`config.mk`:
```
export PLATFORM = sky130hd
export DESIGN_NAME = draw_store_flat
export DESIGN_NICKNAME = d
export VERILOG_FILES = /design/src/rtl/draw_store_if.sv /design/src/rtl/draw_store.sv /design/src/flat_wrapper.sv
export SDC_FILE = /design/constraint.sdc
export NUM_CORES = 1
export LEC_CHECK = 0
export ABC_AREA = 1
export CORE_MARGIN = 2
export CORE_UTILIZATION = 56
export DETAILED_ROUTE_END_ITERATION = 8
export DONT_BUFFER_PORTS = 1
export PLACE_DENSITY = 0.85
export RECOVER_POWER = 25
export SLEW_MARGIN = 20
export SYNTH_ARGS = -nofsm -noshare
export SYNTH_HDL_FRONTEND = slang
export SYNTH_SLANG_ARGS = --single-unit
```
`constraint.sdc`:
```
create_clock -name clk -period 2.6 [get_ports clk]
set_clock_uncertainty 0.1 [all_clocks]
set_input_delay 0.39 -clock clk [delete_from_list [all_inputs] [get_ports clk]]
set_output_delay 0.39 -clock clk [all_outputs]
set_load 0.01 [all_outputs]
```
`src/rtl/draw_store_if.sv`:
```
// Bundle of the draw-store write/offer, status and read-port signals.
// The producer/reader side uses master; draw_store uses slave.
interface draw_store_if;
   logic       clear;
   logic       num_valid;
   logic [7:0] num_in;
   logic       accept;
   logic       rej_range;
   logic       rej_dup;
   logic       rej_full;
   logic [5:0] drawn_cnt;
   logic [5:0] level;
   logic       full;
   logic       empty;
   logic       done;
   logic       rd_req;
   logic [7:0] rd_data;
   logic       rd_valid;
   logic       rd_last;
   logic       rd_err;

   modport master (
      output clear, num_valid, num_in, rd_req,
      input  accept, rej_range, rej_dup, rej_full, drawn_cnt, level,
             full, empty, done, rd_data, rd_valid, rd_last, rd_err
   );

   modport slave (
      input  clear, num_valid, num_in, rd_req,
      output accept, rej_range, rej_dup, rej_full, drawn_cnt, level,
             full, empty, done, rd_data, rd_valid, rd_last, rd_err
   );
endinterface

```
`src/rtl/draw_store.sv`:
```
// Draw result store: admits in-range, unique values into a per-game memory,
// reports every offer, and replays stored draws in order over a read port.
module draw_store #(
   parameter int unsigned DEPTH   = 20,
   parameter int unsigned MAX_NUM = 80
) (
   input logic         clk,
   input logic         rst_n,
   draw_store_if.slave bus
);
   localparam int unsigned BW      = (MAX_NUM > 2) ? $clog2(MAX_NUM) : 1;
   localparam int unsigned MW      = (DEPTH > 1) ? $clog2(DEPTH) : 1;
   localparam logic [7:0]  MAX_V   = 8'(MAX_NUM);
   localparam logic [5:0]  DEPTH_V = 6'(DEPTH);
   localparam logic [5:0]  LAST_V  = 6'(DEPTH - 1);

   logic [7:0]          mem_q [DEPTH];
   logic [(2**BW)-1:0]  bitmap_q, bitmap_d;
   logic [5:0]          wr_ptr_q, wr_ptr_d;
   logic [5:0]          rd_ptr_q, rd_ptr_d;
   logic                accept_q, accept_d;
   logic                rej_range_q, rej_range_d;
   logic                rej_dup_q, rej_dup_d;
   logic                rej_full_q, rej_full_d;
   logic [7:0]          rd_data_q, rd_data_d;
   logic                rd_valid_q, rd_valid_d;
   logic                rd_last_q, rd_last_d;
   logic                rd_err_q, rd_err_d;

   logic                full, empty, in_range, is_dup, do_write;

   assign full     = (wr_ptr_q == DEPTH_V);
   assign empty    = (wr_ptr_q == rd_ptr_q);
   // Range is judged on all 8 bits first, so only legal values index the bitmap.
   assign in_range = (bus.num_in != 8'd0) && (bus.num_in < MAX_V);
   assign is_dup   = in_range && bitmap_q[bus.num_in[BW-1:0]];

   always_comb begin
      bitmap_d    = bitmap_q;
      wr_ptr_d    = wr_ptr_q;
      rd_ptr_d    = rd_ptr_q;
      rd_data_d   = rd_data_q;
      accept_d    = 1'b0;
      rej_range_d = 1'b0;
      rej_dup_d   = 1'b0;
      rej_full_d  = 1'b0;
      rd_valid_d  = 1'b0;
      rd_last_d   = 1'b0;
      rd_err_d    = 1'b0;
      do_write    = 1'b0;
      if (bus.clear) begin
         bitmap_d = '0;
         wr_ptr_d = '0;
         rd_ptr_d = '0;
      end else begin
         if (bus.num_valid) begin
            if (!in_range) begin
               rej_range_d = 1'b1;
            end else if (is_dup) begin
               rej_dup_d = 1'b1;
            end else if (full) begin
               rej_full_d = 1'b1;
            end else begin
               accept_d                        = 1'b1;
               do_write                        = 1'b1;
               bitmap_d[bus.num_in[BW-1:0]]    = 1'b1;
               wr_ptr_d                        = wr_ptr_q + 6'd1;
            end
         end
         // Read sees the pre-write occupancy, so a write into an empty store cannot be read back in the same cycle.
         if (bus.rd_req) begin
            if (empty) begin
               rd_err_d = 1'b1;
            end else begin
               rd_valid_d = 1'b1;
               rd_data_d  = mem_q[rd_ptr_q[MW-1:0]];
               rd_last_d  = (rd_ptr_q == LAST_V);
               rd_ptr_d   = rd_ptr_q + 6'd1;
            end
         end
      end
   end

   always_ff @(posedge clk or negedge rst_n) begin
      if (!rst_n) begin
         bitmap_q    <= '0;
         wr_ptr_q    <= '0;
         rd_ptr_q    <= '0;
         rd_data_q   <= '0;
         accept_q    <= 1'b0;
         rej_range_q <= 1'b0;
         rej_dup_q   <= 1'b0;
         rej_full_q  <= 1'b0;
         rd_valid_q  <= 1'b0;
         rd_last_q   <= 1'b0;
         rd_err_q    <= 1'b0;
      end else begin
         bitmap_q    <= bitmap_d;
         wr_ptr_q    <= wr_ptr_d;
         rd_ptr_q    <= rd_ptr_d;
         rd_data_q   <= rd_data_d;
         accept_q    <= accept_d;
         rej_range_q <= rej_range_d;
         rej_dup_q   <= rej_dup_d;
         rej_full_q  <= rej_full_d;
         rd_valid_q  <= rd_valid_d;
         rd_last_q   <= rd_last_d;
         rd_err_q    <= rd_err_d;
      end
   end

   always_ff @(posedge clk) begin
      if (do_write) begin
         mem_q[wr_ptr_q[MW-1:0]] <= bus.num_in;
      end
   end

   assign bus.accept    = accept_q;
   assign bus.rej_range = rej_range_q;
   assign bus.rej_dup   = rej_dup_q;
   assign bus.rej_full  = rej_full_q;
   assign bus.drawn_cnt = wr_ptr_q;
   assign bus.level     = wr_ptr_q - rd_ptr_q;
   assign bus.full      = full;
   assign bus.empty     = empty;
   assign bus.done      = full && empty;
   assign bus.rd_data   = rd_data_q;
   assign bus.rd_valid  = rd_valid_q;
   assign bus.rd_last   = rd_last_q;
   assign bus.rd_err    = rd_err_q;
endmodule

```
`src/flat_wrapper.sv`:
```
// flat-port wrapper written by rule: the top's interface ports become plain ports
module draw_store_flat 
#(
   parameter int unsigned DEPTH   = 20,
   parameter int unsigned MAX_NUM = 80
)
  (clk, rst_n, bus_clear, bus_num_valid, bus_num_in, bus_rd_req, bus_accept, bus_rej_range, bus_rej_dup, bus_rej_full, bus_drawn_cnt, bus_level, bus_full, bus_empty, bus_done, bus_rd_data, bus_rd_valid, bus_rd_last, bus_rd_err);
  draw_store_if bus_i ();
  input logic clk;
  input logic rst_n;
  input wire logic [$bits(bus_i.clear)-1:0] bus_clear;
  input wire logic [$bits(bus_i.num_valid)-1:0] bus_num_valid;
  input wire logic [$bits(bus_i.num_in)-1:0] bus_num_in;
  input wire logic [$bits(bus_i.rd_req)-1:0] bus_rd_req;
  output wire logic [$bits(bus_i.accept)-1:0] bus_accept;
  output wire logic [$bits(bus_i.rej_range)-1:0] bus_rej_range;
  output wire logic [$bits(bus_i.rej_dup)-1:0] bus_rej_dup;
  output wire logic [$bits(bus_i.rej_full)-1:0] bus_rej_full;
  output wire logic [$bits(bus_i.drawn_cnt)-1:0] bus_drawn_cnt;
  output wire logic [$bits(bus_i.level)-1:0] bus_level;
  output wire logic [$bits(bus_i.full)-1:0] bus_full;
  output wire logic [$bits(bus_i.empty)-1:0] bus_empty;
  output wire logic [$bits(bus_i.done)-1:0] bus_done;
  output wire logic [$bits(bus_i.rd_data)-1:0] bus_rd_data;
  output wire logic [$bits(bus_i.rd_valid)-1:0] bus_rd_valid;
  output wire logic [$bits(bus_i.rd_last)-1:0] bus_rd_last;
  output wire logic [$bits(bus_i.rd_err)-1:0] bus_rd_err;
  assign bus_i.clear = bus_clear;
  assign bus_i.num_valid = bus_num_valid;
  assign bus_i.num_in = bus_num_in;
  assign bus_i.rd_req = bus_rd_req;
  assign bus_accept = bus_i.accept;
  assign bus_rej_range = bus_i.rej_range;
  assign bus_rej_dup = bus_i.rej_dup;
  assign bus_rej_full = bus_i.rej_full;
  assign bus_drawn_cnt = bus_i.drawn_cnt;
  assign bus_level = bus_i.level;
  assign bus_full = bus_i.full;
  assign bus_empty = bus_i.empty;
  assign bus_done = bus_i.done;
  assign bus_rd_data = bus_i.rd_data;
  assign bus_rd_valid = bus_i.rd_valid;
  assign bus_rd_last = bus_i.rd_last;
  assign bus_rd_err = bus_i.rd_err;
  draw_store #(.DEPTH(DEPTH), .MAX_NUM(MAX_NUM)) u_core (.clk(clk), .rst_n(rst_n), .bus(bus_i));
endmodule
```
# Word-level counts from Yosys, hierarchy flattened
# Memories as Yosys holds them, arrays and structs flattened. A register that Yosys moved wholly into a read port is not among the register bits.
# Index checks and enable logic that the tools add are counted.
# op_classes
n_lt_le_gt_ge	3
add_sub_neg	3
eq_ne	6
muxes	45
n_reduce_logical	12
bitwise_logic	3
# ops
cell	count
$mux 128	5
$or 128x128->128	1
$mux 6	8
$mux 1	30
$add 6x1->6 const B	2
$eq 6x5->1 const B	2
$lt 7x8->1 const B	1
$lt 8x7->1 const B	1
$reduce_bool 8->1	1
$bmux 1 s7	1
$demux 1 s7	1
$ge 7x1->1 const B	1
$eq 6x6->1	1
$ne 2x2->1 const B	3
$reduce_bool 2->1	3
$sub 6x6->6	1
$logic_and 1x1->1	4
$reduce_and 4->1	1
$reduce_and 3->1	1
$not 1->1	2
$reduce_and 2->1	1
$logic_not 1->1	1
# word_totals
register_bits	147
input_bits	13
mem_count	1
output_inout_bits	30
wordCells	83
ram_bits	160
# mem_list
name	depth	word_bits	rd	rd_ports_with_merged_regs	wr	line	rtl
u_core.mem_q	20	8	1	1	1	draw_store.sv:17	logic [7:0] mem_q [DEPTH];

# Depth between registers and ports, before layout
# Gate-level depths: netlist (run 1).
# logic_depth
depth_word	10
ltp_mapped	16

# Worst setup path before layout (run 1)
# No wires, ideal clock.
# synth_timing
path_kind	input -> register
startpoint	input bus_num_in[0]
endpoint	memory u_core.mem_q[10][0] (enable)
t_arrival_ns	2.368
stages	15
setup_time_ns	0.383
t_required_ns	2.117
path_slack_ns	-0.252
path_buffers	3
cell_sequence	buf_6 -> buf_6 -> or2_0 -> nand3_1 -> nand2_1 -> nor2_1 -> nor2_1 -> nor2_1 -> nand2_1 -> nand2_1 -> nand2_2 -> nor2_8 -> nand2_4 -> buf_6 -> nor3_1
# synth_via
elab_chain_len	9
# synth_lines
element	line	rtl
from (decl)	flat_wrapper.sv:13	input wire logic [$bits(bus_i.num_in)-1:0] bus_num_in;
$bmux 1 s7 (tied with other cells)	draw_store.sv:36	assign is_dup = in_range && bitmap_q[bus.num_in[BW-1:0]];
$mux 1 (not written as such) / $logic_and 1x1->1 (equally long branches)	draw_store.sv:36, draw_store.sv:35	
$logic_and 1x1->1	draw_store.sv:36	
$mux 1	draw_store.sv:59	end else if (is_dup) begin
$mux 1 (*)	draw_store.sv:57	if (!in_range) begin
$mux 1 (*)	draw_store.sv:56	if (bus.num_valid) begin
$mux 1 (*)	draw_store.sv:51	if (bus.clear) begin
$mux 1 (*)	draw_store.sv:113	if (do_write) begin
$mux 1 (not written as such) (*)	draw_store.sv:114	mem_q[wr_ptr_q[MW-1:0]] <= bus.num_in;
to (decl)	draw_store.sv:17	
# Every way passes the cells marked *; elsewhere a longest branch is shown, timed or not. The select of a mux whose other input is x is not followed.

# Final worst setup path (run 1)
# layout_timing
startpoint	register u_core.wr_ptr_q[1] (netlist: u_core.bus.drawn_cnt[1])
endpoint	output bus_level[5]
# layout_via
elab_chain_len	1
# layout_lines
element	line	rtl
from (decl)	draw_store.sv:19	logic [5:0] wr_ptr_q, wr_ptr_d;
from (signal assigned)	draw_store.sv:99	wr_ptr_q <= wr_ptr_d;
$sub 6x6->6	draw_store.sv:123	assign bus.level = wr_ptr_q - rd_ptr_q;
to (decl)	flat_wrapper.sv:20	output wire logic [$bits(bus_i.level)-1:0] bus_level;
# No other way between the ends.

==> results of run 1 <==
## worst min-delay path by stage
| stage | startpoint | cells past startpoint | to | slack, ns |
|---|---|---|---|---|
| global placement | rst_n | 0 | u_core.bitmap_q[95]$_DFFE_PN0P_ | 0.007 |
| floorplan | rst_n | 0 | u_core.bitmap_q[0]$_DFFE_PN0P_ | -0.006 |
| CTS | rst_n | 0 | u_core.bitmap_q[95]$_DFFE_PN0P_ | -0.58 |
| detailed placement | rst_n | 0 | u_core.bitmap_q[95]$_DFFE_PN0P_ | 0.007 |
| finish | rst_n | 0 | u_core.bitmap_q[95]$_DFFE_PN0P_ | -0.56 |
| global route | rst_n | 0 | u_core.bitmap_q[118]$_DFFE_PN0P_ | -0.58 |
## layer usage
metal,GRT usage [%],up-vias,wire [um]
met2,46.8,841,18300
met4,14.6,0,2260
li1,-,5030,-
met3,6.82,206,4280
met1,36.5,5424,13600
met5,0,-,0
## through the flow
stage	setup slack (ns)	TNS (ns)	hold WS (ns)	power, uW	instance area (um^2)
final	0.0178	0	-0.556	10900	16000
after global routing	-0.0411	-0.397	-0.575	11200	16000
after CTS	-0.00222	-0.00222	-0.577	10900	15900
after detailed placement	-0.136	-8.40	0.00676	6220	14700
after global placement	-0.0281	-2.94	0.00717	6190	14700
after floorplan	-0.252	-38.22	-0.00559	6010	14100
## power breakdown
group / switching (uW) / leakage [uW] / total, uW / internal, uW
combinational: 618 / 0.00256 / 883 / 265
sequential: 86.0 / 0.00359 / 5410 / 5320
clock: 1890 / 0.000514 / 4660 / 2760
total: 2590 / 0.00667 / 10900 / 8350
## what timing repair did
action,CTS,global route
pin swaps,2,5
setup buffers,0,4
gates resized for setup,14,16
cloned,0,0
hold endpoints to repair,370,155
endpoints found under the setup margin,61,74
## sequential cells by signal, indices dropped and copies added (netlist names)
register	flops
u_core.bus.accept	1
u_core.mem_q	160
u_core.bus.rd_valid	1
u_core.bus.rej_full	1
u_core.rd_ptr_q	6
u_core.bus.drawn_cnt	6
u_core.bus.rd_data	8
u_core.bus.rej_dup	1
u_core.bus.rej_range	1
u_core.bus.rd_last	1
u_core.bus.rd_err	1
u_core.bitmap_q	128
## kinds of logic (layout without fill, tap and decap cells)
family / Yosys count / after routing / synth area share (%)
adder cells (fa/ha/maj): 11 / 11 / 1.03
AND/OR/NAND/NOR: 715 / 715 / 20.5
flip-flops: 315 / 315 / 61.4
AO/OA/AOI/OAI: 225 / 225 / 8.99
buffers and inverters: 235 / 293 / 7.26
XOR/XNOR: 12 / 12 / 0.744
## worst reg2reg max path: stages (launching register included)
cell,delay (ns)
dfrtp_2,0.48
buf_4,0.30
nand2_1,0.46
o221ai_1,0.47
o22ai_1,0.17
nand2_1,0.09
o211ai_1,0.16
nand3_1,0.14
nand2_1,0.08
## synthesized netlist by cell type
cell	count	share of area [%]
buf_4	6	0.32
nor3_1	23	0.81
inv_2	4	0.11
xnor2_1	3	0.19
o21ai_0	67	2.4
edfxtp_1	160	34
fa_1	1	0.14
a21oi_1	19	0.67
nand2_4	1	0.080
o22ai_1	28	1.2
xor2_1	9	0.56
buf_1	2	0.053
nor4_1	3	0.13
o211ai_1	7	0.37
or2_0	1	0.044
inv_1	151	4.0
dfrtp_1	155	27
and3_1	1	0.044
buf_2	7	0.25
nor2_8	1	0.14
nor3_2	1	0.071
ha_1	10	0.89
o21a_1	1	0.053
nand3_1	83	2.9
nand4_1	5	0.22
nor2_2	4	0.18
or2_2	6	0.27
nor2_1	191	5.1
a211oi_1	1	0.053
or2_1	1	0.044
clkbuf_1	50	1.3
nand2_1	392	10
buf_6	15	1.2
o21ai_1	79	2.8
o221ai_1	23	1.4
nand2_2	2	0.089
## cell type report
cell class / instances / area, um^2
clock buffer: 34 / 787
clock inverter: 22 / 263
fill: 1780 / 8970
inverter: 155 / 582
multi-input combinational: 963 / 4550
sequential: 315 / 8680
tap: 330 / 413
timing repair buffer: 82 / 711
==> results.ini, run 1 <==
[detailed_routing]
drt_wl_total_um = 38500
wl_per_cell_um = 20.2
drtAntennaViolNets = 0
drc_errors = 0
drt_first_pass_iters = 7
vias_per_cell = 6.05
drtIter0Drc = 1972
vias = 11500

[placement]
dp_cells = 1830
hpwl_um = 22000
place.gp.congestion = 0.879
port-buffer-count = 0

[worst_setup_path]
worst-r2r-setup-slack_ns = 0.04
crit-reg2reg-launch = u_core.rd_ptr_q[0]$_DFFE_PN0P_
slowest_delay_ns = 0.40
path_cells = buf_6 -> ha_4 -> nand2_2 -> o21ai_2 -> a21oi_2 -> nor2_1 -> nor2_2 -> xor2_2
arrival_ns = 2.09
critPathCaptureType = output pin
worstReg2RegEnd = u_core.bus.rd_data[2]$_DFFE_PN0P_
crit_path_start_kind = flip-flop
crit_fanout = 6
crit_end = bus_level[5]
crit_start = u_core.bus.drawn_cnt[1]$_DFFE_PN0P_
path_delay_family = flip-flops
crit_cells = 8
ff2ff_path_depth = 8
critPathRequiredTime_ns = 2.11
critPathBufInv = 1
path_class = reg -> out
crit_slowest_cell = dfrtp_1

[cells_and_area]
nNetsFinal = 1571
drive_gt1_share_pct = 10.4
finalNonFillerCells = 1901
n_antenna_cell = 0
synthToLayoutAreaGrowth_pct = 13.2
final_cell_mix = 391 x nand2_1, 187 x nor2_1, 160 x edfxtp_1, 154 x dfrtp_1, 148 x inv_1
final_util_pct = 64.1
final_common_cell = nand2_1

[min_path]
hold_class = in -> async

[timing]
whs_ns = -0.556
min_period_ns = 2.58
fin_crit_sh_pct = 99.3
hold_viol = 155
fmax_ghz = 0.387
final-setup-viol-count = 0
max_slew_margin_pct = 30.1
finalMaxSlewViolations = 0
worst_slew_pin_slew_ns = 1.05
rsz0062_at_grt = true

[logic_synthesis]
ys_seq_area_share_pct = 61.4
ys.warnings.count = 0
synth_area_um2 = 14100
syn_inst = 1513
synth-seq-cells = 315
ys_types = 36
syn_nets = 1537
avgSynthCellArea_um2 = 9.34

[run_status]
violations = hold timing
status = finished with violations

[global_routing]
grt_use_total_pct = 28.9
antenna_found_initial = 0
grt_pass1_wl_um = 60000
grt_pass1_vias = 11300
overflow = 0
grt_max_degree = 156

[clocking]
cts_tree = yes
max-clock-path-buffers = 3
cts.hold.buffers_added = 11
clock_latency_ns = 0.56
cts_root_buf = clkbuf_16
cts_buffers = 30
clk_pin_slew_ns = 0.06
clock_sinks = 315
htreeDepth = 1

[flow_run]
timing.max_cap.violations = 0

[floorplanning]
floorplan.initialDensity_pct = 56.6
ioPinCount = 43
fp.dieW_um = 163
die_h_um = 163
core-area_um2 = 25000
dieArea_um2 = 26500
row_count = 58

[power_and_ir_drop]
ir_drop_uv = 497
power.leakage_uw = 0.00667
powerDensity_nw_per_um2 = 684

Power figures use the tool's default switching activity.
==> run 2, diff against run 1 <==
Settings changed: CTS_CLUSTER_SIZE from default to 12.
==> results.ini, run 2 (synthesis results as in run 1) <==
[cells_and_area]
n_antenna_cell = 0  ; unchanged
final_area_um2 = 15900  ; -0.79%
largest_reg_flops = 160  ; unchanged
final_cell_mix = 390 x nand2_1, 187 x nor2_1, 160 x edfxtp_1, 154 x dfrtp_1, 147 x inv_1
final_common_cell = nand2_1
nNetsFinal = 1568  ; -0.19%
synthToLayoutAreaGrowth_pct = 12.3
drive_gt1_share_pct = 10.0  ; -0.34 points

[worst_setup_path]
critPathCaptureType = output pin
crit_start = u_core.bus.drawn_cnt[0]$_DFFE_PN0P_
worstReg2RegEnd = u_core.mem_q[10][7]$_DFFE_PP_
crit_fanout = 4  ; -2
critPathRequiredTime_ns = 2.11  ; about the same
path_class = reg -> out
crit-reg2reg-launch = u_core.bus.drawn_cnt[1]$_DFFE_PN0P_
worst-r2r-setup-slack_ns = 0.06  ; +0.02 ns
crit_end = bus_level[4]
crit_path_start_kind = flip-flop
arrival_ns = 2.18  ; +0.09 ns
ff2ff_path_depth = 9  ; +1

[detailed_routing]
vias_per_cell = 6.06  ; +0.12%
wl_per_cell_um = 20.2  ; -0.33%
vias = 11500  ; -0.25%
drtAntennaViolNets = 0  ; unchanged
drtIter0Drc = 1915  ; -2.9%
drt_wl_total_um = 38200  ; -0.70%
drc_errors = 0  ; unchanged
drt_first_pass_iters = 8  ; +1

[global_routing]
antenna_found_initial = 0  ; unchanged
grt_pass1_wl_um = 60100  ; +0.22%
grt_use_total_pct = 29.0  ; +0.12 points
grt_pass1_vias = 11200  ; -0.20%
overflow = 0  ; unchanged
grt_max_degree = 156  ; unchanged

[power_and_ir_drop]
power_uw = 10400  ; -4.6%
power.leakage_uw = 0.00658  ; -1.2%
ir_drop_uv = 714  ; +44%
powerDensity_nw_per_um2 = 658  ; -3.8%

[timing]
rsz0062_at_grt = true
worst_slew_pin_slew_ns = 1.06  ; +0.0195 ns
fin_ws_ns = -0.0727  ; -0.0904 ns
max_slew_margin_pct = 28.8  ; -1.3 points
min_period_ns = 2.67  ; +0.0904 ns
final-setup-viol-count = 2  ; +2
hold_viol = 155  ; unchanged
setup_tns_ns = -0.129  ; -0.129 ns
fmax_ghz = 0.374  ; -3.4%
fin_crit_sh_pct = 103  ; +3.5 points
finalMaxSlewViolations = 0  ; unchanged
whs_ns = -0.574  ; -0.0181 ns

[clocking]
clock_latency_ns = 0.57  ; about the same
htreeDepth = 1  ; unchanged
clock_sinks = 315  ; unchanged
cts_tree = yes
cts_root_buf = clkbuf_16
post_cts_buffers = 0  ; unchanged
cts.hold.buffers_added = 11  ; unchanged
clk_pin_slew_ns = 0.06  ; about the same
cts_buffers = 31  ; +3.3%
max-clock-path-buffers = 3  ; unchanged

[placement]
dpl_cell_area_um2 = 14700  ; unchanged
port-buffer-count = 0  ; unchanged
place.gp.congestion = 0.879  ; unchanged
hpwl_um = 22000  ; unchanged

[floorplanning]
floorplan.initialDensity_pct = 56.6  ; unchanged
row_count = 58  ; unchanged
dieArea_um2 = 26500  ; unchanged
fp.dieW_um = 163  ; unchanged
core-area_um2 = 25000  ; unchanged
die_h_um = 163  ; unchanged
ioPinCount = 43  ; unchanged

[min_path]
hold_class = in -> async

[run_status]
status = finished with violations
violations = hold timing, setup timing

[flow_run]
timing.max_cap.violations = 0  ; unchanged

==> run 2: changes by cell type in the layout (fill, tap and decap cells not counted), moves of 3 or more <==
| cell | before | now |
|---|---|---|
| clkinv_2 | 8 | 0 |
| clkbuf_1 | 3 | 15 |
| nor3_1 | 21 | 14 |
| bufinv_16 | 6 | 0 |
| clkinv_1 | 5 | 0 |
| buf_4 | 65 | 62 |
| nor3_2 | 3 | 10 |
| clkbuf_8 | 0 | 6 |
==> run 2: worst min path at each step <==
stage                from                         endpoint  slack [ns]  cells past startpoint
detailed placement  rst_n  u_core.bitmap_q[95]$_DFFE_PN0P_       0.007                      0
global route        rst_n  u_core.bitmap_q[87]$_DFFE_PN0P_       -0.59                      0
floorplan           rst_n   u_core.bitmap_q[0]$_DFFE_PN0P_      -0.006                      0
finish              rst_n  u_core.bitmap_q[95]$_DFFE_PN0P_       -0.57                      0
CTS                 rst_n  u_core.bitmap_q[83]$_DFFE_PN0P_       -0.58                      0
global placement    rst_n  u_core.bitmap_q[95]$_DFFE_PN0P_       0.007                      0
==> run 2: cell type report <==
type / instances / area [um^2]
clock inverter: 1 / 8.76
timing repair buffer: 78 / 684
multi-input combinational: 963 / 4580
tap: 330 / 413
sequential: 315 / 8680
inverter: 155 / 582
fill: 1826 / 9100
clock buffer: 52 / 915
==> run 2: metrics by stage <==
stage / worst slack [ns] / instances / utilization [%]
floorplan: -0.252 / 1513 / -
global placement: -0.0281 / 1830 / 58.7
detailed placement: -0.136 / 1830 / 58.7
CTS: -0.0203 / 1894 / 63.1
global route: -0.127 / 1894 / 63.6
finish: -0.0727 / 1894 / 63.6
==> run 2: layer usage <==
| layer | global-route usage (%) | part of all wire [%] | vias to the layer above |
|---|---|---|---|
| met3 | 5.91 | 11 | 169 |
| met4 | 15.3 | 4.8 | 0 |
| met5 | 0 | 0 | - |
| li1 | - | - | 5024 |
| met2 | 46.9 | 49 | 859 |
| met1 | 37.2 | 36 | 5420 |
==> run 2: report_power, final <==
part	internal [uW]	total, uW	switching (uW)
clock network	2360	4170	1810
registers	5320	5410	89.6
logic	251	862	611
total	7940	10400	2510
==> run 2: timing repair <==
item / CTS / global route
resized for setup: 13 / 23
hold endpoints to repair: 370 / 155
pin swaps: 2 / 6
endpoints found under the setup margin: 50 / 122
gates cloned: 0 / 0
==> run 2: critical path, stage by stage (launching register included) <==
cell and delay [ns]:
dfrtp_1 0.36, inv_1 0.07, buf_4 0.16, ha_1 0.24, fa_2 0.38, o21ai_2 0.19, xor2_2 0.22
